==> config.mk <==
export PLATFORM = sky130hd
export DESIGN_NAME = fb_pixel_writer
export DESIGN_NICKNAME = d
export VERILOG_FILES = /design/src/rtl/fb_pixel_writer.sv
export SDC_FILE = /design/constraint.sdc
export NUM_CORES = 1
export LEC_CHECK = 0
export ABC_CLOCK_PERIOD_IN_PS = 4600
export BUFFER_PORTS_ARGS = -buffer_cell sky130_fd_sc_hd__buf_2
export CAP_MARGIN = 20
export CORE_UTILIZATION = 30
export CTS_BUF_LIST = sky130_fd_sc_hd__clkbuf_8
export DETAILED_ROUTE_END_ITERATION = 8
export SLEW_MARGIN = 0
export SYNTH_ARGS = -nofsm -noshare
export SYNTH_HDL_FRONTEND = slang
export SYNTH_SLANG_ARGS = --single-unit
export TNS_END_PERCENT = 5
==> constraint.sdc <==
create_clock -name clk -period 4.6 [get_ports clk]
set_input_delay 0.46 -clock clk [delete_from_list [all_inputs] [get_ports clk]]
set_output_delay 0.46 -clock clk [all_outputs]
set_load 0.1 [all_outputs]
==> src/rtl/fb_pixel_writer.sv <==
// fb_pixel_writer: clips, buffers and writes a pixel stream into the 160x120 framebuffer write port.
// Define FB_CLIP_COUNT_EN to enable the saturating clip_count; otherwise clip_count is tied to 0.
module fb_pixel_writer #(
  parameter int unsigned H_RES      = 160,
  parameter int unsigned V_RES      = 120,
  parameter int unsigned FIFO_DEPTH = 4,
  parameter int unsigned ADDR_W     = 15
) (
  input  logic              clk,
  input  logic              rst_n,
  input  logic              pix_valid,
  output logic              pix_ready,
  input  logic [7:0]        pix_x,
  input  logic [7:0]        pix_y,
  input  logic [11:0]       pix_color,
  output logic              fb_we,
  output logic [ADDR_W-1:0] fb_addr,
  output logic [11:0]       fb_data,
  input  logic              fb_grant,
  output logic              busy,
  output logic [15:0]       clip_count
);
  localparam int AW = $clog2(FIFO_DEPTH);
  typedef enum logic {EMPTY, HOLD} state_t;
  state_t            r_state, w_next;
  logic [27:0]       r_mem [FIFO_DEPTH];
  logic [AW:0]       r_wp, r_rp;
  logic [ADDR_W-1:0] r_addr;
  logic [11:0]       r_data;
  logic              w_full, w_empty, w_inr, w_acc, w_push, w_pop;
  logic [27:0]       w_head;
  logic [ADDR_W-1:0] w_addr;
  // Entries are packed {x, y, color}.
  assign w_full    = (r_wp ^ r_rp) == {1'b1, {AW{1'b0}}};
  assign w_empty   = r_wp == r_rp;
  assign pix_ready = !w_full;
  assign w_acc     = pix_valid & pix_ready;
  assign w_inr     = (32'(pix_x) < H_RES) && (32'(pix_y) < V_RES);
  assign w_push    = w_acc & w_inr;
  assign w_pop     = !w_empty && (r_state == EMPTY || fb_grant);
  assign w_head    = r_mem[r_rp[AW-1:0]];
  assign w_addr    = ADDR_W'(32'(w_head[19:12]) * H_RES + 32'(w_head[27:20]));
  assign fb_we     = r_state == HOLD;
  assign fb_addr   = r_addr;
  assign fb_data   = r_data;
  assign busy      = !w_empty | fb_we;
  always_comb begin
    w_next = (r_state == EMPTY) ? (w_empty ? EMPTY : HOLD) : ((fb_grant && w_empty) ? EMPTY : HOLD);
  end
  always_ff @(posedge clk) begin
    if (w_push) r_mem[r_wp[AW-1:0]] <= {pix_x, pix_y, pix_color};
  end
  always_ff @(posedge clk or negedge rst_n) begin
    if (!rst_n) begin
      r_state <= EMPTY;
      r_wp    <= '0;
      r_rp    <= '0;
      r_addr  <= '0;
      r_data  <= '0;
    end else begin
      r_state <= w_next;
      if (w_push) r_wp <= r_wp + 1'b1;
      if (w_pop) begin
        r_rp   <= r_rp + 1'b1;
        r_addr <= w_addr;
        r_data <= w_head[11:0];
      end
    end
  end
`ifdef FB_CLIP_COUNT_EN
  logic [15:0] r_clip;
  always_ff @(posedge clk or negedge rst_n) begin
    if (!rst_n) r_clip <= '0;
    else if (w_acc && !w_inr && r_clip != 16'hFFFF) r_clip <= r_clip + 16'd1;
  end
  assign clip_count = r_clip;
`else
  assign clip_count = 16'd0;
`endif
endmodule

Word level (Yosys, flattened, before mapping)
Memories as Yosys holds them, arrays and structs flattened.
Cells that the tools add are included.

storage, ports and cells
  flip-flop bits (word level) = 34
  memory bits (writable) = 112
  input port bits = 32
  output and inout bits = 46
  memories kept = 1

operators by class
  $add $sub $neg = 3
  multiply operators = 1
  order comparisons = 2
  equality and inequality tests = 2
  muxes and demuxes = 5
  bitwise gates (word level) = 5
  reduce and logical (&&, ||, !) cells = 6

memory list
  memory  words  bits a word  rd ports  clocked after memory_dff  write ports  line  text
  r_mem   4      28           1         0                         1            26    logic [27:0] r_mem [FIFO_DEPTH];

operators with widths
  operator                                                    count
  adder 15 x 8 -> 15 bit                                      1
  multiplier 8 x 3 -> 10 bit, second input constant           1
  less-than comparator 8 x 7 -> 1 bit, second input constant  1
  less-than comparator 8 bit, second input constant           1
  adder 3 x 1 -> 3 bit, second input constant                 2
  two-way mux 1 bit                                           5
  equality test 3 bit                                         1
  equality test 3 bit, second input constant                  1
  logical AND 1 bit                                           3
  bitwise XOR 3 bit                                           1
  bitwise AND 1 bit                                           2
  logical NOT 1 bit                                           2
  logical OR 1 bit                                            1
  inverter 1 bit                                              1
  bitwise OR 1 bit                                            1

Depth between registers and ports, before layout
Gate-level depths: netlist of the first run.

  word-level depth = 7
  gate-level depth with buffers = 11

Worst setup path before layout of the first run
OpenSTA, ideal clock, no wires.

  path kind = register to register
  from = register r_rp[0]
  to = register r_addr[13], in the netlist fb_addr[13]
  setup time = 0.082 ns
  data arrival time = 3.691 ns
  required time = 4.518 ns
  slack = 0.827 ns
  cell stages (with the launch flop) = 12
  buffers on the path = 2
  cells stage by stage = dfrtp_1 -> buf_2 -> buf_2 -> mux4_2 -> ha_1 -> ha_1 -> fa_1 -> xor2_1 -> nand2_1 -> or2_2 -> or4_1 -> a31oi_1

between the ends
  cells in the longest elaborated chain, start to end = 3

ends and longest elaborated chain
  item                                                             line    text
  start: declaration                                               27      logic [AW:0] r_wp, r_rp;
  start signal: assignment                                         64      r_rp <= r_rp + 1'b1;
  memory read (4 x 28 bit) or equality test 3 bit (tied branches)  -
  multiplier 8 x 3 -> 10 bit or logical NOT 1 bit (tied branches)  42, 40
  adder 15 x 8 -> 15 bit or logical AND 1 bit (tied branches)      42, 40
  end signal: assignment                                           65      r_addr <= w_addr;
  end: declaration                                                 28      logic [ADDR_W-1:0] r_addr;

Parallel ways exist; a longest one is shown, timed or not.
A chain may end at the register's enable or synchronous reset.

Final worst setup path of the first run
Same ends and word-level chain as after synthesis.

==> metrics.txt, run 1 <==
# TYPE chip_impl_metric gauge
chip_impl_info{name="outcome",value="complete, no violations"} 1
chip_impl_metric{name="post_cts_resize_count",unit=""} 0
chip_impl_metric{name="hold_buffers",unit=""} 0
chip_impl_metric{name="via_cell_ratio",unit=""} 4.495
chip_impl_metric{name="final-setup-viol-count",unit=""} 0
chip_impl_metric{name="place.detailed.hpwl",unit="microns"} 7878
chip_impl_info{name="worst_setup_path_end_kind",value="flop"} 1
chip_impl_metric{name="core.rowCount",unit=""} 51
chip_impl_metric{name="timing.max_cap.violations",unit=""} 0
chip_impl_metric{name="ys_ff_latch",unit=""} 146
chip_impl_metric{name="tightestPinTransition",unit="ns"} 0.8823
chip_impl_metric{name="layout-drive-gt1-share",unit=""} 0.2940
chip_impl_metric{name="maxClockFrequency",unit="GHz"} 0.2692
chip_impl_metric{name="grt_pass1_vias",unit=""} 3432
chip_impl_metric{name="count_of_cell_types_in_the_netlist",unit=""} 42
chip_impl_metric{name="syn-instance-count",unit=""} 376
chip_impl_metric{name="final.period_utilization",unit=""} 0.8074
chip_impl_metric{name="grt_antenna_before_repair",unit=""} 1
chip_impl_metric{name="postRouteAntennaNets",unit=""} 0
chip_impl_metric{name="clock_path_buffers",unit=""} 2
chip_impl_metric{name="crit_path_max_incr_delay",unit="ns"} 0.66
chip_impl_info{name="grt_setup_unrepaired",value="no"} 1
chip_impl_metric{name="total_overflow_reported_by_the_global_router",unit=""} 0
chip_impl_metric{name="slew-limit-headroom",unit=""} 0.4118
chip_impl_metric{name="synth_enable_flop_cells",unit=""} 112
chip_impl_metric{name="gp_congestion",unit=""} 0.7113
chip_impl_metric{name="cts.repair_timing.setup_buffer_count",unit=""} 0
chip_impl_info{name="synth_ff_type",value="edfxtp_1"} 1
chip_impl_metric{name="multi_input_comb_area",unit="sq mm"} 0.001758
chip_impl_metric{name="insertion_delay",unit="ns"} 0.45
chip_impl_metric{name="critical_path_buffers_and_inverters",unit=""} 1
chip_impl_metric{name="async_set_or_reset_flop_fraction_in_the_synthesized_netlist",unit=""} 0.2329
chip_impl_info{name="crit_path_cell_trace",value="buf_4 -> mux4_2 -> ha_1 -> ha_1 -> fa_1 -> xor2_1 -> nand2_1 -> or2_2 -> or4_1 -> a31oi_1"} 1
chip_impl_metric{name="grt_first_pass_wirelength",unit="microns"} 18530
chip_impl_metric{name="synth_seq_area_share",unit=""} 0.6907
chip_impl_metric{name="clk_pin_slew_worst_paths",unit="ns"} 0.08
chip_impl_metric{name="nFillCells",unit=""} 1879
chip_impl_metric{name="all_layer_global_routing_usage",unit=""} 0.1232
chip_impl_metric{name="ctsHtreeMaxLevel",unit=""} 4
chip_impl_metric{name="worst_r2r_path_depth",unit=""} 10
chip_impl_info{name="worst-setup-path-type",value="flop to flop"} 1
chip_impl_metric{name="detail_route.drc_violations",unit=""} 0
chip_impl_info{name="setup.worst_path.start_class",value="flop"} 1
chip_impl_metric{name="grt_start_max_net_pins",unit=""} 35
chip_impl_metric{name="crit_arrival",unit="ns"} 4.09
chip_impl_metric{name="crit_cells",unit=""} 10
chip_impl_info{name="worst_path_dominant_cell_family",value="simple AND/OR/NAND/NOR gates"} 1
chip_impl_info{name="clockRootBuffer",value="clkbuf_8"} 1
chip_impl_metric{name="hold_viol",unit=""} 0
chip_impl_info{name="most_frequent_cells_in_the_layout",value="edfxtp_1 (112), nand2_1 (70), buf_2 (61)"} 1
chip_impl_metric{name="required_time_of_the_worst_setup_path",unit="ns"} 4.97
chip_impl_info{name="critPathMostFrequentCell",value="ha_1"} 1
chip_impl_metric{name="die_width",unit="microns"} 144.6
chip_impl_metric{name="post_synth_instance_area",unit="sq mm"} 0.006101
chip_impl_info{name="final_common_cell",value="edfxtp_1"} 1
chip_impl_metric{name="wirelength",unit="microns"} 11800
chip_impl_metric{name="maxSlewViolCount",unit=""} 0
chip_impl_metric{name="fin_skew",unit="ns"} 0.01559
chip_impl_metric{name="drt-pass1-iter-count",unit=""} 6
chip_impl_metric{name="io_buffers",unit=""} 61
chip_impl_metric{name="vias",unit=""} 3290
chip_impl_metric{name="drt_first_iter_violations",unit=""} 164
chip_impl_info{name="worst_path_max_delay_cell",value="dfrtp_2"} 1
chip_impl_metric{name="seq_area",unit="sq mm"} 0.004215
chip_impl_metric{name="nNetsFinal",unit=""} 507
chip_impl_metric{name="timing.critical_path.fanout_max",unit=""} 14
chip_impl_metric{name="yosys_warnings",unit=""} 0
chip_impl_metric{name="initial_core_util",unit=""} 0.3094
chip_impl_metric{name="setup_total_negative_slack",unit="ns"} 0
chip_impl_metric{name="core",unit="sq mm"} 0.01972
chip_impl_metric{name="io-pin-count",unit=""} 78
chip_impl_metric{name="tritoncts.num_buffers",unit=""} 17
chip_impl_metric{name="chipHeight",unit="microns"} 144.6
chip_impl_metric{name="clkSinkCount",unit=""} 146
chip_impl_info{name="timing.hold.worst.class",value="primary input to asynchronous set/reset pin"} 1
chip_impl_metric{name="final.min_clock_period",unit="ns"} 3.714
chip_impl_info{name="cts_tree",value="done"} 1
chip_impl_metric{name="synthesis.area_per_instance",unit="sq um"} 16.23
chip_impl_metric{name="die_area",unit="sq mm"} 0.02091
chip_impl_metric{name="area_delta_synth_final",unit="%"} 17.23
chip_impl_metric{name="drt-wirelength-per-cell",unit="microns"} 16.12
[metal layers]
layer,GRT usage,wire [microns],up-vias
li1,-,-,1540
met1,0.1497,5194,1648
met2,0.2034,5891,89
met3,0.03742,565,13
met4,0.05097,151,0
met5,0,0,-
[cells in the mapped netlist (2+ instances only)]
cell type,count,area share
fa_1,2,0.0066
nor3_1,2,0.0016
a21o_1,2,0.0025
xnor2_1,5,0.0072
o21ai_0,12,0.0098
nand2b_1,4,0.0041
a31oi_1,2,0.0021
dfrtp_1,34,0.14
ha_1,20,0.041
edfxtp_1,112,0.55
inv_1,5,0.0031
or2_2,2,0.0021
clkbuf_1,7,0.0043
mux4_2,28,0.10
nor2b_1,2,0.0021
o31ai_1,2,0.0025
nor2_1,10,0.0062
a211oi_1,3,0.0037
buf_4,16,0.020
nand2_1,70,0.043
xor2_1,9,0.013
buf_1,2,0.0012
and2_1,4,0.0041
buf_2,3,0.0025
[state kept, by name, indices dropped and copies added (netlist names)]
signal / flops
r_wp: 3
r_mem: 112
fb_data: 12
r_rp: 3
fb_we: 1
fb_addr: 15
[cell families (layout without fill, tap and decap cells)]
family	after synthesis	in the layout	synth area share
fa+ha+maj	22	22	0.04758
mux	29	29	0.1052
other cells	1	17	0.0006147
buf+inv	33	108	0.03076
flops	146	146	0.6907
xor+xnor	14	14	0.02010
compound gates	29	29	0.03158
simple gates	102	102	0.07342
[path summary, 6_finish.rpt]
path / from / endpoint / slack, ns
worst min register to register: fb_data[2]$_DFFE_PN0P_ / fb_data[2]$_DFFE_PN0P_ / 0.48
max in group asynchronous: rst_n / r_rp[0]$_DFFE_PN0P_ / 3.86
worst max register to register: r_rp[0]$_DFFE_PN0P_ / fb_addr[13]$_DFFE_PN0P_ / 0.89
worst min-delay path: rst_n / fb_addr[14]$_DFFE_PN0P_ / 0.13
worst max-delay path: r_rp[0]$_DFFE_PN0P_ / fb_addr[13]$_DFFE_PN0P_ / 0.89
min in group clk: pix_y[1] / r_mem[0][13]$_DFFE_PP_ / 0.22
[per-stage QoR]
step / hold WS [ns] / instance area, sq um / util / setup slack (ns) / std cells
2_1_floorplan: 0.1644 / 6157 / - / 0.8267 / 391
3_3_place_gp: 0.4542 / 6704 / 0.3400 / 0.8662 / 699
3_5_place_dp: 0.4576 / 6704 / 0.3400 / 0.8301 / 699
4_1_cts: 0.1470 / 7149 / 0.3626 / 0.8209 / 731
5_1_grt: 0.1781 / 7152 / 0.3627 / 0.6772 / 732
6_report: 0.1266 / 7152 / 0.3627 / 0.8857 / 732
[final cells by class]
cell class                 instances  area share
timing repair buffer              71     0.05318
tap                              265     0.04636
antenna                            1   0.0003499
inverter                           5    0.002624
clock inverter                    14     0.02764
multi-input combinational        212      0.2458
clock buffer                      18     0.03464
sequential                       146      0.5894
Power of run 1 is not shown: default switching activity piles up to over one toggle a cycle in this logic, so the estimate is an artifact.
==> inputs of run 2 (changes only) <==
ABC_AREA = 1   (was unset)
ABC_CLOCK_PERIOD_IN_PS = 3300   (was 4600)
clock period = 3.3 ns   (was 4.6 ns; I/O delays follow)
==> metrics.txt, run 2 <==
# TYPE chip_impl_metric gauge
chip_impl_info{name="outcome",value="finished, violations left"} 1
chip_impl_info{name="failed_checks",value="hold timing"} 1
chip_impl_metric{name="critical_path_buffers_and_inverters",unit=""} 1
chip_impl_metric{name="io_buffers",unit=""} 61
chip_impl_metric{name="drt-wirelength-per-cell",unit="microns"} 14.28
chip_impl_metric{name="crit_path_max_incr_delay",unit="ns"} 0.52
chip_impl_metric{name="grt_antenna_before_repair",unit=""} 0
chip_impl_metric{name="worst_r2r_path_depth",unit=""} 15
chip_impl_metric{name="ctsHtreeMaxLevel",unit=""} 4
chip_impl_info{name="netlist_top_cells_count",value="edfxtp_1 (112), nor2_1 (111), nand2_1 (66), o21ai_0 (57), dfrtp_1 (34)"} 1
chip_impl_info{name="worst_path_max_delay_cell",value="fa_1"} 1
chip_impl_metric{name="tritoncts.num_buffers",unit=""} 17
chip_impl_info{name="grt_setup_unrepaired",value="no"} 1
chip_impl_metric{name="crit_cells",unit=""} 15
chip_impl_info{name="netlist.top_cell.by_area",value="edfxtp_1"} 1
chip_impl_info{name="final_common_cell",value="edfxtp_1"} 1
chip_impl_metric{name="async_set_or_reset_flop_fraction_in_the_synthesized_netlist",unit=""} 0.2329
chip_impl_info{name="synth_ff_type",value="edfxtp_1"} 1
chip_impl_info{name="setup.worst_path.start_class",value="flop"} 1
chip_impl_metric{name="final_core_utilization",unit=""} 0.3589
chip_impl_metric{name="final-setup-viol-count",unit=""} 0
chip_impl_info{name="worst_setup_path_end_kind",value="flop"} 1
chip_impl_metric{name="drt-pass1-iter-count",unit=""} 4
chip_impl_metric{name="io-pin-count",unit=""} 78
chip_impl_info{name="timing.hold.worst.class",value="primary input to asynchronous set/reset pin"} 1
chip_impl_info{name="crit-reg2reg-launch",value="r_rp[0]$_DFFE_PN0P_"} 1
chip_impl_metric{name="area_delta_synth_final",unit="%"} 15.68
chip_impl_metric{name="grt_first_pass_wirelength",unit="microns"} 20910
chip_impl_metric{name="initial_core_util",unit=""} 0.3103
chip_impl_metric{name="largest_register_ff_count",unit=""} 112
chip_impl_metric{name="postRouteAntennaNets",unit=""} 0
chip_impl_metric{name="post_synth_instance_area",unit="sq mm"} 0.006359
chip_impl_metric{name="all_layer_global_routing_usage",unit=""} 0.1266
chip_impl_metric{name="count_of_cell_types_in_the_netlist",unit=""} 37
chip_impl_metric{name="synth_seq_area_share",unit=""} 0.6627
chip_impl_metric{name="fin_skew",unit="ns"} 0.01872
chip_impl_metric{name="grt_pass1_vias",unit=""} 3835
chip_impl_metric{name="vias",unit=""} 4038
chip_impl_metric{name="detail_route.drc_violations",unit=""} 0
chip_impl_metric{name="final.period_utilization",unit=""} 0.8903
chip_impl_metric{name="grt_start_max_net_pins",unit=""} 38
chip_impl_metric{name="gp_congestion",unit=""} 0.7780
chip_impl_metric{name="core.rowCount",unit=""} 52
chip_impl_metric{name="hold-worst-slack",unit="ns"} -0.01681
chip_impl_metric{name="timing.critical_path.fanout_max",unit=""} 22
chip_impl_metric{name="synthesis.area_per_instance",unit="sq um"} 11.56
chip_impl_info{name="crit_path_cell_trace",value="buf_4 -> nand2_1 -> a32oi_1 -> ha_1 -> ha_1 -> fa_1 -> nand2_1 -> nor2_1 -> nand2_1 -> a21oi_1 -> nand3_1 -> nor2_1 -> nand2_1 -> nand3_1 -> nand2_1"} 1
chip_impl_metric{name="layout-drive-gt1-share",unit=""} 0.1912
chip_impl_metric{name="die_width",unit="microns"} 147.6
chip_impl_metric{name="via_cell_ratio",unit=""} 4.472
chip_impl_metric{name="final.min_clock_period",unit="ns"} 2.938
chip_impl_metric{name="tightestPinTransition",unit="ns"} 0.8937
chip_impl_metric{name="clock_path_buffers",unit=""} 2
chip_impl_metric{name="die_area",unit="sq mm"} 0.02178
chip_impl_metric{name="required_time_of_the_worst_setup_path",unit="ns"} 3.65
chip_impl_metric{name="total_overflow_reported_by_the_global_router",unit=""} 0
chip_impl_metric{name="nFillCells",unit=""} 2041
chip_impl_metric{name="cts.repair_timing.setup_buffer_count",unit=""} 0
chip_impl_info{name="rr_endpoint",value="fb_addr[14]$_DFFE_PN0P_"} 1
chip_impl_metric{name="ff2ff_setup_slack",unit="ns"} 0.36
chip_impl_metric{name="clk_pin_slew_worst_paths",unit="ns"} 0.09
chip_impl_metric{name="nNetsFinal",unit=""} 674
chip_impl_info{name="clockRootBuffer",value="clkbuf_8"} 1
chip_impl_metric{name="yosys_warnings",unit=""} 0
chip_impl_metric{name="place.detailed.hpwl",unit="microns"} 8685
chip_impl_metric{name="crit_arrival",unit="ns"} 3.29
chip_impl_metric{name="wirelength",unit="microns"} 12890
chip_impl_info{name="yosys-top-cells-area",value="edfxtp_1 (53%), dfrtp_1 (13%), nor2_1 (6.6%), o21ai_0 (4.5%), ha_1 (3.9%)"} 1
chip_impl_metric{name="syn-instance-count",unit=""} 550
chip_impl_metric{name="core",unit="sq mm"} 0.02049
chip_impl_metric{name="chipHeight",unit="microns"} 147.6
chip_impl_metric{name="synth_top_cell_area_share",unit=""} 0.5289
chip_impl_metric{name="slew-limit-headroom",unit=""} 0.4042
chip_impl_metric{name="maxSlewViolCount",unit=""} 0
chip_impl_metric{name="antenna_cells",unit=""} 0
chip_impl_metric{name="insertion_delay",unit="ns"} 0.45
chip_impl_metric{name="ys_ff_latch",unit=""} 146
chip_impl_metric{name="clkSinkCount",unit=""} 146
chip_impl_metric{name="hold_viol",unit=""} 9
chip_impl_info{name="critPathMostFrequentCell",value="nand2_1"} 1
chip_impl_metric{name="maxClockFrequency",unit="GHz"} 0.3404
chip_impl_info{name="synth_most_common_cell",value="edfxtp_1"} 1
chip_impl_metric{name="synth_enable_flop_cells",unit=""} 112
chip_impl_metric{name="drt_first_iter_violations",unit=""} 216
chip_impl_info{name="most_frequent_cells_in_the_layout",value="edfxtp_1 (112), nor2_1 (108), nand2_1 (66)"} 1
chip_impl_info{name="cts_tree",value="done"} 1
chip_impl_metric{name="timing.max_cap.violations",unit=""} 0
chip_impl_info{name="worst-setup-path-type",value="flop to flop"} 1
chip_impl_info{name="worst_path_dominant_cell_family",value="adder cells"} 1
-- run 2: cell types whose count changed after synthesis, moves of 6 or more --
| cell | change |
|---|---|
| o22ai_1 | +8 |
| a21oi_1 | +6 |
| mux4_2 | -28 |
| buf_2 | +9 |
| nand3_1 | +13 |
| inv_1 | +21 |
| nor2_1 | +101 |
| a31oi_1 | +15 |
| o21ai_0 | +45 |
-- run 2: how the worst max path moves through the flow --
stage / from / slack, ns / end
after detailed placement: r_rp[0]$_DFFE_PN0P_ / 0.32 / fb_addr[14]$_DFFE_PN0P_
after global routing: r_rp[0]$_DFFE_PN0P_ / 0.02 / fb_addr[14]$_DFFE_PN0P_
after global placement: r_rp[0]$_DFFE_PN0P_ / 0.36 / fb_addr[14]$_DFFE_PN0P_
after CTS: r_rp[0]$_DFFE_PN0P_ / 0.30 / fb_addr[14]$_DFFE_PN0P_
after floorplan: r_rp[2]$_DFFE_PN0P_ / -0.14 / r_mem[0][0]$_DFFE_PP_
final: r_rp[0]$_DFFE_PN0P_ / 0.36 / fb_addr[14]$_DFFE_PN0P_
-- run 2: cells by family (layout without fill, tap and decap cells) --
group,after synthesis,after routing,share of synthesized area
buffers and inverters,67,135,0.05372
xor gates and xnor gates,13,13,0.01909
adders and majority gates,22,22,0.04565
AOI/OAI and AO/OA,98,98,0.08619
other,1,16,0.0005898
DFF,146,146,0.6627
and+or+nand+nor,203,203,0.1320
-- run 2: cell type report --
type                       count  area (sq um)  share of cell area
inverter                      27         105.1             0.01429
clock buffer                  17         234.0             0.03181
sequential                   146          4215              0.5731
multi-input combinational    352          1867              0.2538
tap                          270         337.8             0.04593
clock inverter                15         158.9             0.02160
timing repair buffer          76         437.9             0.05953
-- run 2: per-stage QoR --
| stage | area, sq um | cells | hold WS [ns] | setup WS, ns | setup TNS, ns |
|---|---|---|---|---|---|
| 3_3_place_gp | 6952 | 871 | 0.4629 | 0.3557 | 0 |
| 5_1_grt | 7356 | 903 | 0.04892 | 0.01659 | 0 |
| 2_1_floorplan | 6415 | 565 | 0.03441 | -0.1407 | -11.82 |
| 6_report | 7356 | 903 | -0.01681 | 0.3620 | 0 |
| 4_1_cts | 7345 | 903 | 0.003637 | 0.3012 | 0 |
| 3_5_place_dp | 6952 | 871 | 0.4614 | 0.3245 | 0 |
-- run 2: repair_timing --
action,CTS,global route
hold buffers,0,0
resized for setup,0,3
endpoints found under the hold margin,0,0
endpoints found under the setup margin,0,2
-- run 2: per-layer routing --
layer  up-vias  global-route usage  wire, microns
met5         -                   0              0
met4         0             0.05000            202
met3        18             0.02901            432
met2        88              0.1936           5857
met1      1912              0.1739           6400
li1       2020                   -              -
Power of run 2 is left out for the same reason.
==> inputs of run 3 (changes only) <==
CORE_UTILIZATION = 45   (was 30)
PLACE_DENSITY = 0.67   (was unset)
==> metrics.txt, run 3 (synthesis results as in run 2) <==
# TYPE chip_impl_metric gauge
chip_impl_info{name="setup.worst_path.start_class",value="flop"} 1
chip_impl_metric{name="final.period_utilization",unit=""} 0.9145
chip_impl_metric{name="timing.critical_path.fanout_max",unit=""} 11
chip_impl_metric{name="insertion_delay",unit="ns"} 0.45
chip_impl_metric{name="antenna_cells",unit=""} 0
chip_impl_metric{name="dpl-instance-area",unit="sq mm"} 0.006872
chip_impl_info{name="cts_tree",value="done"} 1
chip_impl_metric{name="ctsHtreeMaxLevel",unit=""} 4
chip_impl_metric{name="place.detailed.hpwl",unit="microns"} 8274
chip_impl_metric{name="chipHeight",unit="microns"} 120.9
chip_impl_metric{name="clock_path_buffers",unit=""} 2
chip_impl_metric{name="maxClockFrequency",unit="GHz"} 0.3314
chip_impl_metric{name="io_buffers",unit=""} 61
chip_impl_info{name="worst-setup-path-type",value="flop to flop"} 1
chip_impl_metric{name="total_overflow_reported_by_the_global_router",unit=""} 0
chip_impl_metric{name="core.rowCount",unit=""} 43
chip_impl_metric{name="largest_register_ff_count",unit=""} 112
chip_impl_metric{name="io-pin-count",unit=""} 78
chip_impl_metric{name="die_width",unit="microns"} 120.9
chip_impl_metric{name="initial_core_util",unit=""} 0.4599
chip_impl_metric{name="layout-drive-gt1-share",unit=""} 0.1969
chip_impl_metric{name="maxSlewViolCount",unit=""} 0
chip_impl_metric{name="nNetsFinal",unit=""} 676
chip_impl_metric{name="grt_first_pass_wirelength",unit="microns"} 20000
chip_impl_metric{name="detail_route.drc_violations",unit=""} 0
chip_impl_metric{name="clkSinkCount",unit=""} 146
chip_impl_info{name="final_common_cell",value="edfxtp_1"} 1
chip_impl_metric{name="drt_first_iter_violations",unit=""} 239
chip_impl_metric{name="area_delta_synth_final",unit="%"} 14.56
chip_impl_info{name="worst_setup_path_end_kind",value="flop"} 1
chip_impl_metric{name="clk_pin_slew_worst_paths",unit="ns"} 0.09
chip_impl_metric{name="via_cell_ratio",unit=""} 4.968
chip_impl_metric{name="tightestPinTransition",unit="ns"} 0.8228
chip_impl_metric{name="gp_congestion",unit=""} 0.8459
chip_impl_metric{name="vias",unit=""} 4049
chip_impl_metric{name="timing.max_cap.violations",unit=""} 0
chip_impl_metric{name="core",unit="sq mm"} 0.01383
chip_impl_metric{name="postRouteAntennaNets",unit=""} 0
chip_impl_metric{name="fin_skew",unit="ns"} 0.01042
chip_impl_metric{name="hold_viol",unit=""} 0
chip_impl_metric{name="wirelength",unit="microns"} 12340
chip_impl_info{name="clockRootBuffer",value="clkbuf_8"} 1
chip_impl_metric{name="drt-pass1-iter-count",unit=""} 7
chip_impl_metric{name="grt_pass1_vias",unit=""} 4071
chip_impl_info{name="outcome",value="complete, no violations"} 1
chip_impl_info{name="timing.hold.worst.class",value="primary input to flop"} 1
chip_impl_info{name="grt_setup_unrepaired",value="no"} 1
chip_impl_info{name="most_frequent_cells_in_the_layout",value="edfxtp_1 (112), nor2_1 (108), nand2_1 (66)"} 1
chip_impl_metric{name="tritoncts.num_buffers",unit=""} 17
chip_impl_metric{name="all_layer_global_routing_usage",unit=""} 0.1833
chip_impl_metric{name="grt_start_max_net_pins",unit=""} 59
chip_impl_metric{name="final_core_utilization",unit=""} 0.5268
chip_impl_metric{name="die_area",unit="sq mm"} 0.01461
chip_impl_metric{name="finalInstanceArea",unit="sq mm"} 0.007284
chip_impl_metric{name="grt_antenna_before_repair",unit=""} 0
chip_impl_metric{name="required_time_of_the_worst_setup_path",unit="ns"} 3.65
chip_impl_metric{name="final-setup-viol-count",unit=""} 0
chip_impl_metric{name="final.min_clock_period",unit="ns"} 3.018
chip_impl_metric{name="setup_total_negative_slack",unit="ns"} 0
chip_impl_metric{name="slew-limit-headroom",unit=""} 0.4514
chip_impl_metric{name="drt-wirelength-per-cell",unit="microns"} 15.14
chip_impl_metric{name="crit_arrival",unit="ns"} 3.37
## run 3: changes by cell type in the layout (fill, tap and decap cells not counted), sizes merged
cell / previous run / this run
clkinvlp: 4 / 3
inv: 34 / 32
clkinv: 2 / 5
buf: 76 / 77
dlygate4sd3: 0 / 1
## run 3: per-stage QoR
stage / setup WS [ns] / instances / hold WS [ns]
floorplan: -0.1407 / 565 / 0.03441
global placement: 0.3536 / 782 / 0.4593
detailed placement: 0.2470 / 782 / 0.4681
CTS: 0.2269 / 815 / 0.06144
global route: 0.01531 / 815 / 0.06702
finish: 0.2821 / 815 / 0.09126
## run 3: worst max-delay path, cell delays in order (launching register included)
cell and delay [ns]:
dfrtp_2 0.43, inv_1 0.19, buf_4 0.21, nor2_1 0.06, o22ai_2 0.19, ha_1 0.26, ha_1 0.24, fa_1 0.53
nand2_1 0.08, nor2_1 0.08, nand2_1 0.07, a21oi_1 0.20, nand3_1 0.09, nor2_1 0.10, nand2_1 0.06, nand3_1 0.07
nand2_1 0.06
## run 3: path summary, 6_finish.rpt
kind / slack [ns] / start / cells past startpoint / end
min reg2reg: 0.48 / fb_addr[11]$_DFFE_PN0P_ / 2 / fb_addr[11]$_DFFE_PN0P_
max reg2reg: 0.28 / r_rp[0]$_DFFE_PN0P_ / 16 / fb_addr[14]$_DFFE_PN0P_
max in group asynchronous: 2.22 / rst_n / 2 / r_rp[0]$_DFFE_PN0P_
min: 0.09 / pix_color[2] / 1 / r_mem[1][2]$_DFFE_PP_
min in group asynchronous: 0.50 / rst_n / 2 / fb_addr[11]$_DFFE_PN0P_
max: 0.28 / r_rp[0]$_DFFE_PN0P_ / 16 / fb_addr[14]$_DFFE_PN0P_
## run 3: per-layer routing
layer | track usage | up-vias | wire length (microns)
met4 | 0.07562 | 0 | 157
met3 | 0.04229 | 15 | 519
met2 | 0.3232 | 89 | 6408
met1 | 0.2142 | 1928 | 5253
li1 | - | 2017 | -
met5 | 0 | - | 0
## run 3: timing repair
action	CTS	global route
endpoints found under the hold margin	34	0
endpoints found under the setup margin	0	1
gates resized for setup	0	2
setup buffers	0	0
hold buffers	1	0
## run 3: area by class of cell
cell class | instances | area (sq um)
well taps | 180 | 225.2
clock buffers | 17 | 234.0
multi-input cells | 352 | 1881
fillers | 1190 | 6543
repair buffers | 78 | 473.0
clock inverters | 15 | 155.1
flip-flops and latches | 146 | 4215
inverters | 27 | 101.3
Power of run 3 is left out for the same reason.
